## config.mk

```make
export PLATFORM = sky130hd
export DESIGN_NAME = ats21_cmd_master
export DESIGN_NICKNAME = d
export VERILOG_FILES = /design/src/rtl/ats21_pkg.sv /design/src/rtl/ats21_cmd_fifo.sv /design/src/rtl/ats21_cmd_master.sv
export SDC_FILE = /design/constraint.sdc
export NUM_CORES = 1
export LEC_CHECK = 0
export CAP_MARGIN = 10
export CORE_MARGIN = 3
export CORE_UTILIZATION = 36
export CTS_BUF_LIST = sky130_fd_sc_hd__clkbuf_4
export DETAILED_ROUTE_END_ITERATION = 10
export PLACE_DENSITY = 0.55
export SKIP_CTS_REPAIR_TIMING = 1
export SYNTH_ARGS = -nofsm -noshare
export SYNTH_HDL_FRONTEND = slang
export SYNTH_SLANG_ARGS = --single-unit
```

## constraint.sdc

```tcl
create_clock -name clk -period 3 [get_ports clk]
set_input_delay 0.6 -clock clk [delete_from_list [all_inputs] [get_ports clk]]
set_output_delay 0.6 -clock clk [all_outputs]
set_load 0.01 [all_outputs]
```

## src/rtl/ats21_pkg.sv

```systemverilog
// rtl/ats21_pkg.sv - shared types, widths and codes for the ATS21 command master
package ats21_pkg;

    localparam int CTRL_W = 16;
    localparam int DATA_W = 24;
    localparam int CMD_W  = 2 * CTRL_W;

    typedef enum logic [2:0] {
        OP_NOP       = 3'b000,
        OP_SET_CLK   = 3'b001,
        OP_EN_CLK    = 3'b010,
        OP_SET_MODE  = 3'b011,
        OP_SET_ALARM = 3'b101,
        OP_SET_TIMER = 3'b110,
        OP_EN_ALARM  = 3'b111
    } opcode_e;

    typedef enum logic [2:0] {
        ST_IDLE,
        ST_SEND_HI,
        ST_SEND_LO,
        ST_WAIT_RSP,
        ST_RESP
    } state_e;

    localparam logic [1:0] STAT_LOCAL_REJECT = 2'b11;

    // 3'b100 is the one opcode with no ATS21 meaning
    function automatic logic is_undef_op(input logic [CMD_W-1:0] cmd);
        return cmd[CMD_W-1 -: 3] == 3'b100;
    endfunction

endpackage

```

## src/rtl/ats21_cmd_fifo.sv

```systemverilog
// rtl/ats21_cmd_fifo.sv - synchronous command FIFO, power-of-2 depth, async active-low reset
module ats21_cmd_fifo #(
    parameter int WIDTH = 32,
    parameter int DEPTH = 4
) (
    input  logic             clk,
    input  logic             reset,
    input  logic             push,
    input  logic [WIDTH-1:0] wdata,
    input  logic             pop,
    output logic [WIDTH-1:0] rdata,
    output logic             full,
    output logic             empty
);

    localparam int AW = $clog2(DEPTH);

    logic [AW-1:0]    wr_ptr_q, wr_ptr_d;
    logic [AW-1:0]    rd_ptr_q, rd_ptr_d;
    logic [AW:0]      count_q, count_d;
    logic [WIDTH-1:0] mem_q [DEPTH];
    logic             do_push, do_pop;

    assign full    = (count_q == (AW+1)'(DEPTH));
    assign empty   = (count_q == '0);
    assign do_push = push && !full;
    assign do_pop  = pop && !empty;
    assign rdata   = mem_q[rd_ptr_q];

    always_comb begin
        wr_ptr_d = wr_ptr_q;
        rd_ptr_d = rd_ptr_q;
        count_d  = count_q;
        if (do_push) wr_ptr_d = wr_ptr_q + 1'b1;
        if (do_pop)  rd_ptr_d = rd_ptr_q + 1'b1;
        case ({do_push, do_pop})
            2'b10:   count_d = count_q + 1'b1;
            2'b01:   count_d = count_q - 1'b1;
            default: count_d = count_q;
        endcase
    end

    always_ff @(posedge clk or negedge reset) begin
        if (!reset) begin
            wr_ptr_q <= '0;
            rd_ptr_q <= '0;
            count_q  <= '0;
        end else begin
            wr_ptr_q <= wr_ptr_d;
            rd_ptr_q <= rd_ptr_d;
            count_q  <= count_d;
        end
    end

    // storage needs no reset: an entry is only read after it has been written
    always_ff @(posedge clk) begin
        if (do_push) mem_q[wr_ptr_q] <= wdata;
    end

endmodule

```

## src/rtl/ats21_cmd_master.sv

```systemverilog
// rtl/ats21_cmd_master.sv - ATS21 host-side command initiator; ATS21_OPCHK_EN rejects opcode 3'b100 locally
module ats21_cmd_master
    import ats21_pkg::*;
#(
    parameter int FIFO_DEPTH = 4,
    parameter int TIMEOUT    = 64,
    parameter int TO_W       = 7
) (
    input  logic              clk,
    input  logic              reset,
    input  logic              cmd_valid,
    input  logic [CMD_W-1:0]  cmd_data,
    output logic              cmd_ready,
    output logic              req,
    output logic [CTRL_W-1:0] ctrlA,
    output logic [CTRL_W-1:0] ctrlB,
    input  logic              ready,
    input  logic [1:0]        stat,
    input  logic [DATA_W-1:0] data,
    output logic              rsp_valid,
    output logic [1:0]        rsp_stat,
    output logic [DATA_W-1:0] rsp_data,
    output logic              rsp_timeout,
    output logic              busy
);

    state_e              state_q, state_d;
    logic [CMD_W-1:0]    cmd_q, cmd_d;
    logic [TO_W-1:0]     cnt_q, cnt_d;
    logic [1:0]          rsp_stat_q, rsp_stat_d;
    logic [DATA_W-1:0]   rsp_data_q, rsp_data_d;
    logic                rsp_timeout_q, rsp_timeout_d;
    logic                fifo_pop, fifo_full, fifo_empty;
    logic [CMD_W-1:0]    fifo_rdata;

    ats21_cmd_fifo #(.WIDTH(CMD_W), .DEPTH(FIFO_DEPTH)) u_fifo (
        .clk   (clk),
        .reset (reset),
        .push  (cmd_valid && !fifo_full),
        .wdata (cmd_data),
        .pop   (fifo_pop),
        .rdata (fifo_rdata),
        .full  (fifo_full),
        .empty (fifo_empty)
    );

    assign cmd_ready   = !fifo_full;
    assign ctrlB       = '0;
    assign rsp_valid   = (state_q == ST_RESP);
    assign rsp_stat    = rsp_stat_q;
    assign rsp_data    = rsp_data_q;
    assign rsp_timeout = rsp_timeout_q;
    assign busy        = (state_q != ST_IDLE) || !fifo_empty;

    always_comb begin
        state_d       = state_q;
        cmd_d         = cmd_q;
        cnt_d         = cnt_q;
        rsp_stat_d    = rsp_stat_q;
        rsp_data_d    = rsp_data_q;
        rsp_timeout_d = rsp_timeout_q;
        fifo_pop      = 1'b0;
        req           = 1'b0;
        ctrlA         = '0;
        case (state_q)
            ST_IDLE: begin
                if (!fifo_empty) begin
                    fifo_pop = 1'b1;
                    cmd_d    = fifo_rdata;
                    state_d  = ST_SEND_HI;
`ifdef ATS21_OPCHK_EN
                    if (is_undef_op(fifo_rdata)) begin
                        state_d       = ST_RESP;
                        rsp_stat_d    = STAT_LOCAL_REJECT;
                        rsp_data_d    = '0;
                        rsp_timeout_d = 1'b0;
                    end
`endif
                end
            end
            ST_SEND_HI: begin
                req     = 1'b1;
                ctrlA   = cmd_q[CMD_W-1:CTRL_W];
                state_d = ST_SEND_LO;
            end
            ST_SEND_LO: begin
                req     = 1'b1;
                ctrlA   = cmd_q[CTRL_W-1:0];
                cnt_d   = '0;
                state_d = ST_WAIT_RSP;
            end
            ST_WAIT_RSP: begin
                // a response on the terminal cycle still counts as a real answer
                if (ready) begin
                    rsp_stat_d    = stat;
                    rsp_data_d    = data;
                    rsp_timeout_d = 1'b0;
                    state_d       = ST_RESP;
                end else if (cnt_q == TO_W'(TIMEOUT - 1)) begin
                    rsp_stat_d    = '0;
                    rsp_data_d    = '0;
                    rsp_timeout_d = 1'b1;
                    state_d       = ST_RESP;
                end else begin
                    cnt_d = cnt_q + 1'b1;
                end
            end
            ST_RESP:  state_d = ST_IDLE;
            default:  state_d = ST_IDLE;
        endcase
    end

    always_ff @(posedge clk or negedge reset) begin
        if (!reset) begin
            state_q       <= ST_IDLE;
            cmd_q         <= '0;
            cnt_q         <= '0;
            rsp_stat_q    <= '0;
            rsp_data_q    <= '0;
            rsp_timeout_q <= 1'b0;
        end else begin
            state_q       <= state_d;
            cmd_q         <= cmd_d;
            cnt_q         <= cnt_d;
            rsp_stat_q    <= rsp_stat_d;
            rsp_data_q    <= rsp_data_d;
            rsp_timeout_q <= rsp_timeout_d;
        end
    end

endmodule

```

==> flow_results.org <==
** Place
- Count of port buffers added during placement :: 108
- The congestion estimate from routability-driven global placement came to 0.7860.
- Placed inst area :: 9427 um2
- Post-detail-place hpwl :: 10.46 mm

** Timing
- Unrepaired setup endpoints after global routing :: no
- The number of failing hold endpoints at the final stage is 0.
- Highest clock rate :: 348.0 MHz
- In this run the tightest slew margin relative to its limit is 58.39%.
- Final-layout setup total negative slack :: 0 ns
- Across the routed clock network, the largest skew measured is 0.04796 ns.
- Final setup violating endpoints :: 0
- For the pin with the worst max-slew slack, the measured transition is 0.6242 ns.
- The max-slew violation count was 0.
- Shortest period the worst path allows :: 2.873 ns
- Final period utilization :: 95.78%

** GRT
- The first global-routing pass estimated 27.10 mm of wire.
- The total overflow left after global routing is 0.
- The number of antenna violations at the first check in global routing came to 1.
- Global routing used 14.48% of the available tracks.
- Pin count of the biggest net entering global routing :: 44
- Vias in the first global route :: 4819

** Drt
- Vias after detailed routing :: 4475
- The count of nets left with antenna violations once routing finished came out at 0.
- After detailed routing, the total wire length is 17.19 mm.
- The pre-antenna-repair detailed-routing pass consisted of 4 iterations.
- For this run, design rule violations remaining after detail routing come to 0.
- Routed wirelength normalized by instance count :: 18.93 um
- After detailed routing, the number of vias per cell comes to 4.928.
- Initial DRC count :: 213

** Layout
- The area growth from synthesis to layout is 27.55%.
- Register area :: 5751 um2
- After routing the design area is 10250 um2.
- Footprint of the multi-input gates :: 2054 um2
- At the end of the flow, the number of nets in the layout was 652.
- Layout cell share with drive strength beyond 1 :: 30.14%
- The layout has 1915 filler cells.

** Clock tree
- The tree built by TritonCTS fans out to 204 sinks.
- Counting along the longest clock path gives a buffer depth of 3.
- In this run the number of H-tree levels came out at 2.
- After clock tree synthesis, the clock-pin slew on the worst setup and hold paths is 0.06 ns.
- In this run the clock root is driven by a sky130_fd_sc_hd__clkbuf_4.
- Buffers inserted during clock tree synthesis total 54.
- CTS tree :: done
- Clock network latency to the later pin of the worst-skew pair :: 0.66 ns

** Worst setup path
- Type of destination of the critical path :: output port
- Crit path required time :: 2.40 ns
- In this run the worst path has a maximum fanout of 17.
- Crit path launch type :: register
- For the worst setup path, the data arrival time is 2.27 ns.
- Critical path cell sequence :: nor2_4 > and2_4 > buf_12 > a22o_1 > clkdlybuf4s50_1
- Startpoint-to-endpoint class of the critical path :: reg -> out
- Library cell contributing the largest single delay on the critical path :: sky130_fd_sc_hd__clkdlybuf4s50_1
- In this design, the stage delay of the slowest critical-path cell is 0.54 ns.

** Flow run
- Max_cap viols :: 0

** Floorplanning
- Number of standard-cell rows in the floorplan :: 54
- The die covers 24140 um2.
- Top-level I/O count :: 125
- Placeable Area :: 21890 um2
- Once the floorplan was initialized, standard cells occupied 36.70% of the core.
- Vertical die dimension :: 155.4 um
- From left edge to right edge, the die measures 155.4 um.

** Synthesis
- Fraction of post-synthesis cell area in the top cell type by area :: 47.84%
- In the synthesized netlist, the number of instances is 427.
- A synthesized cell averages 18.81 um2.
- Yosys warns :: 0
- The cell area that synthesis handed to floorplanning was 8034 um2.
- Share of async-settable or async-resettable flops after synthesis :: 37.25%
- Yosys reg bits :: 204
- Distinct cells, synth :: 40
- Flip-flop cell with the highest count after synthesis :: sky130_fd_sc_hd__edfxtp_1
- Counting flops with a built-in enable in the synthesized netlist gives 128.
- After synthesis, flip-flops and latches occupy 71.52% of the total area.
- Ranked by total cell area, the synthesized netlist is headed by sky130_fd_sc_hd__edfxtp_1, sky130_fd_sc_hd__dfrtp_1, sky130_fd_sc_hd__mux4_2, sky130_fd_sc_hd__a22o_1, sky130_fd_sc_hd__mux2_2.
- The biggest area contributor in the post-synthesis netlist is sky130_fd_sc_hd__edfxtp_1.

** Power and ir drop
- For this design the ratio of total power to cell area is 1015 nW/um2.
- Max rail drop VDD :: 0.4902 mV
- Pleak :: 3.989 nW

** Hold path
- Type of the most critical hold path :: reg -> reg

** Status
- Status :: finished clean
## cell usage in the layout, fill, tap and decap left out, types with 3 or more instances in the layout
cell type and n:
sky130_fd_sc_hd__o31ai_1 3, sky130_fd_sc_hd__mux2_2 32, sky130_fd_sc_hd__dlymetal6s2s_1 9, sky130_fd_sc_hd__and3_2 4, sky130_fd_sc_hd__dfrtp_1 72, sky130_fd_sc_hd__conb_1 16, sky130_fd_sc_hd__a22o_1 43, sky130_fd_sc_hd__buf_12 8
sky130_fd_sc_hd__inv_1 7, sky130_fd_sc_hd__buf_4 5, sky130_fd_sc_hd__clkinv_1 6, sky130_fd_sc_hd__mux4_2 32, sky130_fd_sc_hd__clkdlybuf4s50_1 98, sky130_fd_sc_hd__nand3_1 5, sky130_fd_sc_hd__nor2_1 4, sky130_fd_sc_hd__o21ai_0 7
sky130_fd_sc_hd__nand2_1 6, sky130_fd_sc_hd__edfxtp_1 128, sky130_fd_sc_hd__dfrtp_2 4, sky130_fd_sc_hd__clkbuf_4 91, sky130_fd_sc_hd__ha_1 6, sky130_fd_sc_hd__xnor2_1 3, sky130_fd_sc_hd__o21a_1 3, sky130_fd_sc_hd__xor2_1 3
## area by class of cell
cell class,instances,share of cell area (%)
antenna,1,0.02442
clock buffer,91,6.667
clock inverter,9,0.6593
inverter,7,0.2564
multi-input combinational,194,20.05
sequential,204,56.12
tap,280,3.419
timing repair buffer,122,12.81
## kinds of logic (layout without fill, tap and decap cells)
logic type	Yosys count	in the layout	share of synthesized area, %
simple gates	40	40	3.068
xor+xnor	6	6	0.6542
mux	65	65	13.64
compound gates	60	60	6.027
flops	204	204	71.52
fa+ha+maj	7	7	1.184
other cells	1	17	0.04668
buf+inv	44	229	3.862
## synth_stat cells (5+ instances only)
| master | number |
|---|---|
| sky130_fd_sc_hd__edfxtp_1 | 128 |
| sky130_fd_sc_hd__dfrtp_1 | 76 |
| sky130_fd_sc_hd__a22o_1 | 43 |
| sky130_fd_sc_hd__mux2_2 | 32 |
| sky130_fd_sc_hd__mux4_2 | 32 |
| sky130_fd_sc_hd__buf_4 | 17 |
| sky130_fd_sc_hd__buf_6 | 10 |
| sky130_fd_sc_hd__inv_1 | 7 |
| sky130_fd_sc_hd__o21ai_0 | 7 |
| sky130_fd_sc_hd__ha_1 | 6 |
| sky130_fd_sc_hd__nand2_1 | 6 |
| sky130_fd_sc_hd__and3_1 | 5 |
| sky130_fd_sc_hd__buf_2 | 5 |
| sky130_fd_sc_hd__clkbuf_1 | 5 |
| sky130_fd_sc_hd__nand3_1 | 5 |
| sky130_fd_sc_hd__nor2_1 | 5 |
## where the power goes
part	switching, mW	internal (mW)	total [mW]
Sequential	0.490	3.86	4.35
Combinational	1.54	1.98	3.51
Clock	1.09	1.44	2.54
Total	3.12	7.29	10.4
## worst max-delay path, delay by kind of cell (launching register included)
| kind | cells | cell delay, ns |
|---|---|---|
| DFF | 1 | 0.47 |
| AOI/OAI and AO/OA | 1 | 0.17 |
| buffers and inverters | 2 | 0.70 |
| and+or+nand+nor | 2 | 0.32 |
## through the flow
stage          setup slack [ns]  cells  hold WS [ns]  total power [mW]  util [%]
6_report                 0.1266    908        0.4914             10.40     46.81
5_1_grt                0.004753    908        0.5069             11.07     46.81
4_1_cts                 -0.2117    906      -0.06538             10.58     46.49
3_5_place_dp             0.5059    806        0.4841             7.969     43.06
3_3_place_gp             0.5896    806        0.4686             7.896     43.06
2_1_floorplan            0.7771    442        0.3044             6.503         -
## routing by layer
metal  part of all wire, %  wire length (um)  track usage, %  vias up
met3                   6.5              1123           4.061       29
met1                    44              7543           18.83     2278
met2                    48              8233           23.42      153
met5                     0                 0               0        -
li1                      -                 -               -     2015
met4                   1.7               292           5.127        0
## path summary, 6_finish.rpt
| check | from | to | slack, ns | cells past startpoint |
|---|---|---|---|---|
| worst max-delay path | state_q[2] | ctrlA[11] | 0.13 | 5 |
| worst min-delay path | cnt_q[5] | cnt_q[5] | 0.49 | 1 |
| worst max register to register | u_fifo.count_q[0] | u_fifo.count_q[2] | 0.89 | 10 |
| worst min register to register | cnt_q[5] | cnt_q[5] | 0.49 | 1 |
| max in group asynchronous | reset | rsp_stat[0] | 1.82 | 3 |
| min in group asynchronous | reset | rsp_timeout | 0.50 | 2 |
## registers in the layout (all words and copies together), names as in the netlist
register         cells
rsp_timeout          1
rsp_data            24
cnt_q                7
rsp_stat             2
u_fifo.wr_ptr_q      2
u_fifo.mem_q       128
u_fifo.count_q       3
cmd_q               32
u_fifo.rd_ptr_q      2
state_q              3
(Power assumes the default switching activity.)
==> variant 1 (same settings) <==
Encoding of `state_e`: now one-hot (5 bits for 5 states).
--- a/src/rtl/ats21_pkg.sv
+++ b/src/rtl/ats21_pkg.sv
@@ -15,12 +15,12 @@
         OP_EN_ALARM  = 3'b111
     } opcode_e;
 
-    typedef enum logic [2:0] {
-        ST_IDLE,
-        ST_SEND_HI,
-        ST_SEND_LO,
-        ST_WAIT_RSP,
-        ST_RESP
+    typedef enum logic [4:0] {
+        ST_IDLE     = 5'b00001,
+        ST_SEND_HI  = 5'b00010,
+        ST_SEND_LO  = 5'b00100,
+        ST_WAIT_RSP = 5'b01000,
+        ST_RESP     = 5'b10000
     } state_e;
 
     localparam logic [1:0] STAT_LOCAL_REJECT = 2'b11;
Behaviour: same outputs for any inputs over 10 cycles, from zero or initial values and one cycle with reset low; not proved beyond that.
==> variant 1 against the unedited design <==
- count of clock-buffer cells in the layout down 12
- cell area up 0.34%
- worst setup slack worse by 56 ps
- critical endpoint is now ctrlA[5]
- combinational power down 6.6%
- critical path depth up 1
- synthesized area up 0.14%
- power down 4.1%
- highest routed layer unchanged
- sequential cell count up 2
- routed wire length up 4.1%
==> variant 1: results (changes against the unedited design) <==
stage,metric,value,unit,change
global_route,first-pass GRT wire length,27.5,mm,was 27.1 mm
placed_design,Inst Count DP,815,,was 806
setup_path,crit path from,state_q[4],,was state_q[2]
setup_path,Worst EP arrival,2330,ps,was 2270 ps
finish,Final clock-cell share,6.66,%,was 7.33%
detailed_routing,met2 wire length,8.71,mm,was 8.23 mm
finish,Filler cells,1928,,"was 1,915"
detailed_routing,Vias,4499,,"was 4,475"
run_status,outcome,completed,,unchanged
min_path,worst hold path type,primary input to async pin,,was flip-flop to flip-flop
finish,number of diodes,0,,was 1
placed_design,Post-Place Cell Area,0.00945,mm²,was 0.00943 mm²
global_route,met2 usage,23.9,%,was 23.4%
power_and_ir_drop,Comb power,3280,µW,was 3510 µW
synthesis,Yosys reg bits,206,,was 204
power_and_ir_drop,Leak,0.00418,µW,was 0.00399 µW
synthesis,"Seq/Total Area, Yosys",72.1,%,was 71.5%
setup_path,end point of the critical path,ctrlA[5],,was ctrlA[11]
power_and_ir_drop,clk pwr,2380,µW,was 2540 µW
placed_design,detailed placement HPWL,10.4,mm,was 10.5 mm
global_route,antenna violations before repair,0,,was 1
synthesis,"top cells by area, synth","edfxtp_1 48%, dfrtp_1 24%, mux4_2 9.0%",,unchanged
synthesis,Syn Area/Cell,18.6,µm²,was 18.8 µm²
synthesis,Synth cell types,45,,was 40
finish,fin nets,664,,was 652
synthesis,ys async rst share,37.9,%,was 37.3%
power_and_ir_drop,net load switching power,2960,µW,was 3120 µW
detailed_routing,met1 WL,7.61,mm,was 7.54 mm
global_route,GRT Total Usage,14.6,%,was 14.5%
finish,layout overhead on the synthesized area,27.8,%,was 27.5%
sta,worst slew pin tran,895,ps,was 624 ps
power_and_ir_drop,worst ir drop on vdd,0.465,mV,was 0.490 mV
finish,comb_multi_in,198,,was 194
global_route,met1 usage,18.6,%,was 18.8%
[variant 1: cell count changes after synthesis, sizes merged, moves of 3 or more]
| cell | delta |
|---|---|
| o21a | -3 |
| nor3 | -3 |
| buf | -3 |
| nor2 | +3 |
| nor3b | +3 |
| nand2 | +3 |
| a31oi | +3 |
[variant 1: critical path, cell delays in order, from the launching register on]
cell            delay (ps)
dfrtp_2                400
or3_4                  420
nor3b_4                260
buf_12                 160
buf_8                  160
a22o_1                 150
dlymetal6s2s_1         160
[variant 1: cells by family after synthesis]
kind of cell / Yosys count / share of synthesized area [%]
compound gates: 59 / 5.93
other cells: 1 / 0.0466
fa+ha+maj: 7 / 1.18
buf+inv: 44 / 3.03
flops: 206 / 72.1
xor+xnor: 6 / 0.653
simple gates: 43 / 3.27
mux: 67 / 13.8
==> variant 2 (same flow settings) <==
Without the edit above. Change the package constant `DATA_W` from 24 to 16.
--- a/src/rtl/ats21_pkg.sv
+++ b/src/rtl/ats21_pkg.sv
@@ -2,7 +2,7 @@
 package ats21_pkg;
 
     localparam int CTRL_W = 16;
-    localparam int DATA_W = 24;
+    localparam int DATA_W = 16;
     localparam int CMD_W  = 2 * CTRL_W;
 
     typedef enum logic [2:0] {
Ports: changed (resized data and rsp_data); port bits go from 125 to 109. The function was not compared with the original's and may differ.
==> variant 2 against the unedited design <==
- power is 17% lower
- sequential cell count down 8
- cell area decreased by 10%
- largest power group unchanged
- sequential power fell by 6.9%
- synthesized area fell by 4.2%
- worst setup slack better by 1.9 ps
- clock power is 50% lower
- routed wire length decreased by 9.6%
==> variant 2: results (changes against the unedited design) <==
stage,metric,value,unit,change
run_status,outcome,completed,,unchanged
finish,share of layout cells above drive strength 1,22.5,%,was 30.1%
synthesis,"Seq/Total Area, Yosys",72.0,%,was 71.5%
placed_design,detailed placement HPWL,9.88,mm,was 10.5 mm
power_and_ir_drop,worst ir drop on vdd,0.403,mV,was 0.490 mV
placed_design,DP Worst Slack,569,ps,was 506 ps
clock_network,worst-case clock buffer depth,2,,was 3
synthesis,synthesized instance count,410,,was 427
finish,number of diodes,0,,was 1
sta,clock skew,19.0,ps,was 48.0 ps
global_route,number of global-route vias before repair,4281,,"was 4,819"
clock_network,CTS root buf,clkbuf_4,,unchanged
setup_path,r2r setup slk,910,ps,was 890 ps
finish,max reg flops,128,,unchanged
setup_path,Worst EP arrival,2270,ps,about the same
setup_path,R2R cell count,10,,unchanged
synthesis,Post-synth EDFFs,128,,unchanged
global_route,pin count of the biggest net entering global routing,69,,was 44
global_route,first-pass GRT wire length,24.7,mm,was 27.1 mm
synthesis,"top cells by area, synth","edfxtp_1 50%, dfrtp_1 22%, mux4_2 9.4%",,"was edfxtp_1 48%, dfrtp_1 24%, mux4_2 9.0%"
power_and_ir_drop,Leak,0.00345,µW,was 0.00399 µW
detailed_routing,vias per cell,4.99,,was 4.93
global_route,antenna violations before repair,1,,unchanged
finish,fin nets,577,,was 652
detailed_routing,Routed Wire Length,15.5,mm,was 17.2 mm
setup_path,reg-to-reg startpoint,u_fifo.count_q[0],,unchanged
sta,worst slew pin tran,913,ps,was 624 ps
setup_path,Worst Path Max Fanout,12,,was 17
synthesis,Ys Warns,0,,unchanged
detailed_routing,initial drt markers,269,,was 213
global_route,GRT Total Usage,13.9,%,was 14.5%
placed_design,Post-Place Cell Area,0.00889,mm²,was 0.00943 mm²
synthesis,most frequent cells after synthesis,"128 x edfxtp_1, 68 x dfrtp_1, 34 x a22o_1",,"was 128 x edfxtp_1, 76 x dfrtp_1, 43 x a22o_1"
finish,"Most flops, register",u_fifo.mem_q,,unchanged
synthesis,post-synth top area cell,edfxtp_1,,unchanged
clock_network,Clock Latency Late Sink,550,ps,was 660 ps
sta,Slew Limit Fails,0,,unchanged
clock_network,"CTS clk-pin slew, worst paths",140,ps,was 60 ps
sta,Setup TNS Final,0,ps,unchanged
min_path,worst hold path type,primary input to async pin,,was flip-flop to flip-flop
sta,Fin Hold WS,172,ps,was 491 ps
synthesis,Synth cell types,42,,was 40
placed_design,Inst Count DP,767,,was 806
placed_design,IO Port Bufs,92,,was 108
sta,Tmin final,2870,ps,about the same
clock_network,CTS H-tree lvls,4,,was 2
detailed_routing,Pre-antenna DRT Iters,4,,unchanged
detailed_routing,Routed WL per cell,19.5,µm,was 18.9 µm
placed_design,GPL Wtd Cong,0.760,,was 0.786
clock_network,Inserted Clock Buffers,17,,was 54
setup_path,RR Endpoint,u_fifo.count_q[2],,unchanged
synthesis,ys async rst share,34.7,%,was 37.3%
variant 2: area by class of cell:
class | instances | area [µm²]
clock buffer | 21 | 158
multi-input combinational | 187 | 1960
fill | 1824 | 11400
tap | 270 | 338
inverter | 9 | 33.8
timing repair buffer | 105 | 1050
sequential | 196 | 5550
clock inverter | 11 | 88.8
variant 2: report_power, final:
group | total, µW | switching [µW] | internal (µW)
registers | 4050 | 355 | 3700
logic | 3280 | 1520 | 1760
clock network | 1260 | 819 | 439
variant 2: cell families (layout without fill, tap and decap cells):
logic type	Yosys count	in the layout	share of synthesized area (%)
adder cells (fa/ha/maj)	7	7	1.23
other	1	16	0.0487
multiplexers	65	65	14.2
AND/OR/NAND/NOR	42	42	3.15
XOR/XNOR	6	6	0.683
AO/OA/AOI/OAI	51	51	5.28
flip-flops	196	196	72.0
buffers and inverters	42	146	3.40
variant 2: worst max-delay path by stage:
stage,from,end,slack [ps],cells past startpoint
floorplan,state_q[2],u_fifo.count_q[2],740,9
global placement,cmd_valid,u_fifo.count_q[2],640,9
detailed placement,cmd_valid,u_fifo.count_q[2],570,9
CTS,state_q[2],ctrlA[2],-30,5
global route,state_q[2],ctrlA[12],-10,5
finish,state_q[1],ctrlA[4],130,4
variant 2: layer usage:
layer  global-route usage [%]  vias to the layer above  part of all wire, %
met5                        0                        -                0.084
met4                     3.85                        2                  1.1
met3                     3.98                       16                  5.1
met2                     23.6                      106                   51
met1                     17.5                     2075                   43
li1                         -                     1791                    -
variant 2: critical path, stage by stage, from the launching register on:
cell and delay (ps):
dfrtp_2 500, nor3b_2 260, buf_4 270, a22o_1 150, clkdlybuf4s50_1 540
